**src/rtl/jtag_dmi_req.sv**
```systemverilog
// DMI request/response stage in the jtag_tck domain: turns the DR update pulse into one
// valid/ready request and tracks op status. Optional abort timer: JTAG_DMI_TIMEOUT_EN.
module jtag_dmi_req #(
  parameter int unsigned ADDR_W         = 7,
  parameter int unsigned TIMEOUT_CYCLES = 1024
) (
  input  logic              jtag_tck,
  input  logic              jtag_reset,
  input  logic [31:0]       wr_addr,
  input  logic [31:0]       wr_data,
  input  logic              wr_intf,
  input  logic              wr_enab,
  output logic [31:0]       rd_data,
  output logic [1:0]        rd_status,
  input  logic              dmi_clr_sticky,
  output logic              dmi_req_valid,
  input  logic              dmi_req_ready,
  output logic              dmi_req_wr,
  output logic [ADDR_W-1:0] dmi_req_addr,
  output logic [31:0]       dmi_req_wdata,
  input  logic              dmi_rsp_valid,
  input  logic [31:0]       dmi_rsp_data,
  input  logic              dmi_rsp_err
);

  localparam logic [1:0] StatOk     = 2'b00;
  localparam logic [1:0] StatFailed = 2'b10;
  localparam logic [1:0] StatBusy   = 2'b11;

  typedef enum logic [1:0] {StIdle, StReq, StRsp} state_e;

  state_e              state_q, state_d;
  logic [1:0]          sticky_q, sticky_d;
  logic [ADDR_W-1:0]   req_addr_q;
  logic [31:0]         req_wdata_q;
  logic                req_wr_q;
  logic [31:0]         rd_data_q;

  logic addr_oob;
  logic latch_req;
  logic rsp_done;
  logic set_failed;
  logic set_busy;
  logic timeout_hit;

  // Any address bit at or above ADDR_W makes the request illegal.
  assign addr_oob = (wr_addr >> ADDR_W) != 32'd0;

`ifdef JTAG_DMI_TIMEOUT_EN
  localparam int unsigned CntW = $clog2(TIMEOUT_CYCLES + 1);
  logic [CntW-1:0] cnt_q;

  assign timeout_hit = (state_q != StIdle) && (cnt_q == CntW'(TIMEOUT_CYCLES - 1));

  always_ff @(posedge jtag_tck) begin
    if (jtag_reset || latch_req) begin
      cnt_q <= '0;
    end else if (state_q != StIdle) begin
      cnt_q <= cnt_q + 1'b1;
    end
  end
`else
  logic unused_timeout;
  assign unused_timeout = ^TIMEOUT_CYCLES;
  assign timeout_hit    = 1'b0;
`endif

  always_ff @(posedge jtag_tck) begin
    if (jtag_reset) begin
      state_q  <= StIdle;
      sticky_q <= StatOk;
    end else begin
      state_q  <= state_d;
      sticky_q <= sticky_d;
    end
  end

  always_comb begin
    state_d    = state_q;
    latch_req  = 1'b0;
    rsp_done   = 1'b0;
    set_failed = 1'b0;
    set_busy   = 1'b0;
    unique case (state_q)
      StIdle: begin
        if (wr_intf && (sticky_q == StatOk)) begin
          if (addr_oob) begin
            set_failed = 1'b1;
          end else begin
            latch_req = 1'b1;
            state_d   = StReq;
          end
        end
      end
      StReq: begin
        if (dmi_req_ready) begin
          state_d = StRsp;
        end
      end
      StRsp: begin
        if (dmi_rsp_valid) begin
          rsp_done   = 1'b1;
          set_failed = dmi_rsp_err;
          state_d    = StIdle;
        end
      end
      default: state_d = StIdle;
    endcase

    // A new op while one is outstanding is dropped; failed outranks busy.
    if ((state_q != StIdle) && wr_intf && (sticky_q != StatFailed)) begin
      set_busy = 1'b1;
    end

    if (timeout_hit) begin
      state_d    = StIdle;
      rsp_done   = 1'b0;
      set_failed = 1'b1;
    end

    // Set events win over a same-cycle clear.
    sticky_d = sticky_q;
    if (set_failed) begin
      sticky_d = StatFailed;
    end else if (set_busy) begin
      sticky_d = StatBusy;
    end else if (dmi_clr_sticky) begin
      sticky_d = StatOk;
    end
  end

  always_ff @(posedge jtag_tck) begin
    if (jtag_reset) begin
      req_addr_q  <= '0;
      req_wdata_q <= '0;
      req_wr_q    <= 1'b0;
      rd_data_q   <= '0;
    end else begin
      if (latch_req) begin
        req_addr_q  <= wr_addr[ADDR_W-1:0];
        req_wdata_q <= wr_data;
        req_wr_q    <= wr_enab;
      end
      if (rsp_done && !req_wr_q) begin
        rd_data_q <= dmi_rsp_data;
      end
    end
  end

  always_comb begin
    dmi_req_valid = (state_q == StReq);
    dmi_req_wr    = req_wr_q;
    dmi_req_addr  = req_addr_q;
    dmi_req_wdata = req_wdata_q;
    rd_data       = rd_data_q;
    if (sticky_q != StatOk) begin
      rd_status = sticky_q;
    end else if (state_q != StIdle) begin
      rd_status = StatBusy;
    end else begin
      rd_status = StatOk;
    end
  end

endmodule

```
**config.mk**
```make
export PLATFORM = sky130hd
export DESIGN_NAME = jtag_dmi_req
export DESIGN_NICKNAME = d
export VERILOG_FILES = /design/src/rtl/jtag_dmi_req.sv
export SDC_FILE = /design/constraint.sdc
export NUM_CORES = 1
export LEC_CHECK = 0
export BUFFER_PORTS_ARGS = -buffer_cell sky130_fd_sc_hd__buf_4
export CAP_MARGIN = 20
export CORE_UTILIZATION = 40
export DETAILED_ROUTE_END_ITERATION = 12
export PLACE_DENSITY = 0.76
export SETUP_SLACK_MARGIN = 0.1
export SYNTH_ARGS = -nofsm -noshare
export SYNTH_HDL_FRONTEND = slang
export SYNTH_SLANG_ARGS = --single-unit
```
**constraint.sdc**
```tcl
create_clock -name jtag_tck -period 1.2 [get_ports jtag_tck]
set_input_delay 0.18 -clock jtag_tck [delete_from_list [all_inputs] [get_ports jtag_tck]]
set_output_delay 0.18 -clock jtag_tck [all_outputs]
set_load 0.02 [all_outputs]
```
==> flow_summary.toml <==
[pwr]
swShare = 0.237
ir_drop_v = 0.000559
p_leak_nw = 2.22
cellPowerDensity_nw_per_um2 = 864
p_int_mw = 3.63
p_seq_frac = 0.531
clkPwrFrac = 0.374
power_frac_comb = 0.096
power.switching_mw = 1.13

[clock_network]
clkTransAtPathRegs_ns = 0.08
clk_latency_ns = 0.34
htree_levels = 3
clock_path_buffers = 2
cts_tree = "built"
cts_buffers = 9
cts_sinks = 76
root_buffer = "clkbuf_8"
postCtsHoldBufs = 0

[die]
core_um2 = 7770
initial_core_util = 0.415
rows = 32
die_width_um = 91.8
dieArea_um2 = 8430
ioPinCount = 179
dieHeight_um = 91.8

[sta]
hold_viol = 0
setup_viol = 76
finalClockSkew_ns = 0.00981
setup_tns_ns = -16.36
setup_slack_ns = -0.284
fin_crit_sh = 1.24
relSlewSlack = 0.771
fmax_mhz = 674
rsz0062_at_grt = "true"
period_needed_ns = 1.48
slew_viol_final = 0
max_slew.worst_pin.slew_ns = 0.342

[detailed_routing]
detail_route.wl_per_cell_um = 14.7
finalWirelength_um = 9550
drt_iter0_drc = 82
drtPass1Iterations = 4
ant_nets = 0
remaining_drc_errors = 0
vias_per_cell = 4.79
num_vias = 3116

[place]
routabilityCongestion = 0.769
io_buffers = 178
place_area_um2 = 4710
dp_hpwl_um = 5950

[final_layout]
fin_area_um2 = 5510
n_antenna_cell = 0
syn_to_final_growth_pct = 70.6
mostFrequentLayoutCells = "buf_4, nand2b_1, dfxtp_1"
layout-drive-gt1-share = 0.537
nets = 648
finish.utilization = 0.709
layout.cells.most_common = "buf_4"

[synth]
ys_warn_count = 0
synthesis.area_um2 = 3230
syn_nets = 456
synth-seq-area-share = 0.472
synth_cells = 352
synth.ff_latch_count = 76
ys_types = 27
syn_avg_cell_area_um2 = 9.17

[run_status]
violations = "negative setup slack"
status = "finished, violations left"

[setup_path]
crit_type = "register to register"
rr_worst_depth = 7
worst-path-max-fanout = 8
arrival_ns = 1.72
cp-start-kind = "register"
endpoint_kind = "register"
cp.required_ns = 1.43

[global_routing]
grt_pass1_wl_um = 14000
grt_max_degree = 59
gr-usage-all-layers = 0.211
grt_overflow_total = 0
antenna_found_initial = 0
grt_pass1_vias = 3011

[worst_hold_path]
hp-class = "input pin to register"
min_path_cells = 3

[job]
max-cap-violations = 0
Yosys cell counts:
master / n / area share
mux2i_1: 40 / 0.12
and3_1: 1 / 0.0019
inv_1: 2 / 0.0023
nand2_1: 64 / 0.074
nand2b_1: 81 / 0.16
nor3b_1: 1 / 0.0023
a21oi_1: 36 / 0.056
nand4b_1: 1 / 0.0027
buf_2: 5 / 0.0078
buf_12: 4 / 0.025
clkbuf_1: 14 / 0.016
nor3b_2: 1 / 0.0039
a31oi_1: 1 / 0.0019
nand3_2: 1 / 0.0031
or2_1: 1 / 0.0019
nor4_1: 1 / 0.0019
nor2_1: 7 / 0.0081
buf_6: 1 / 0.0035
nor3_1: 1 / 0.0015
o21a_1: 1 / 0.0023
nand4_1: 1 / 0.0019
dfxtp_1: 76 / 0.47
o21ai_0: 3 / 0.0047
nor4_2: 4 / 0.016
nand3b_1: 1 / 0.0023
o21bai_1: 1 / 0.0023
nor2b_1: 2 / 0.0039
layout make-up:
type                            instances  area [um2]
Fill cell                             595        2260
Multi-Input combinational cell        250        1880
Timing Repair Buffer                  205        1780
Sequential cell                        76        1530
Clock buffer                           10         138
Tap cell                              102         128
Clock inverter                          6        40.0
Inverter                                2        7.51
sequential cells by signal, summed over array words and instances, names as in the netlist:
register / flops
dmi_req_wdata: 32
rd_data: 32
dmi_req_addr: 7
state_q: 2
sticky_q: 2
dmi_req_wr: 1
per-stage QoR:
step	std cells	total power [mW]	worst slack (ns)	hold WS, ns
6_report	651	4.76	-0.284	0.0817
5_1_grt	651	4.96	-0.327	0.0754
4_1_cts	646	4.79	-0.267	0.0615
3_5_place_dp	621	3.02	-0.465	0.432
3_3_place_gp	621	3.02	-0.397	0.427
2_1_floorplan	352	2.71	-0.0843	0.316
logic make-up (layout without fill, tap and decap cells):
logic type | count (synthesis) | count (layout) | synth area share
simple gates | 168 | 168 | 0.283
compound gates | 42 | 42 | 0.0671
buf+inv | 26 | 223 | 0.0547
flops | 76 | 76 | 0.472
mux | 40 | 40 | 0.124
final timing paths:
path                startpoint           endpoint  slack (ns)
max                 state_q[0]         rd_data[9]       -0.28
min reg2reg  dmi_req_wdata[10]  dmi_req_wdata[10]        0.48
max reg2reg         state_q[0]         rd_data[9]       -0.28
min              dmi_req_ready         state_q[1]        0.08
power groups by stage:
stage	logic [mW]	registers, mW	clock network [mW]
after floorplan	0.130	2.58	0
after global placement	0.434	2.58	0
after detailed placement	0.440	2.58	0
after CTS	0.444	2.52	1.82
after global routing	0.491	2.52	1.95
final	0.455	2.52	1.78
timing repair:
action / CTS / global route
gates cloned: 5 / 4
pin swaps: 1 / 30
endpoints found under the hold margin: 0 / 0
endpoints found under the setup margin: 77 / 78
resized for setup: 15 / 91
buffers inserted: 4 / 4
worst max-delay path, stage by stage, from the launching register on:
cell	delay, ns
dfxtp_2	0.34
buf_6	0.11
nand3b_1	0.18
or2_4	0.30
buf_12	0.14
buf_16	0.15
nand2_1	0.09
a21oi_2	0.06
layer usage:
| layer | share of wire | track usage |
|---|---|---|
| met3 | 0.074 | 0.0597 |
| met4 | 0.026 | 0.0977 |
| met2 | 0.51 | 0.362 |
| met1 | 0.39 | 0.244 |
| met5 | 0 | 0 |
(Power assumes the default switching activity.)
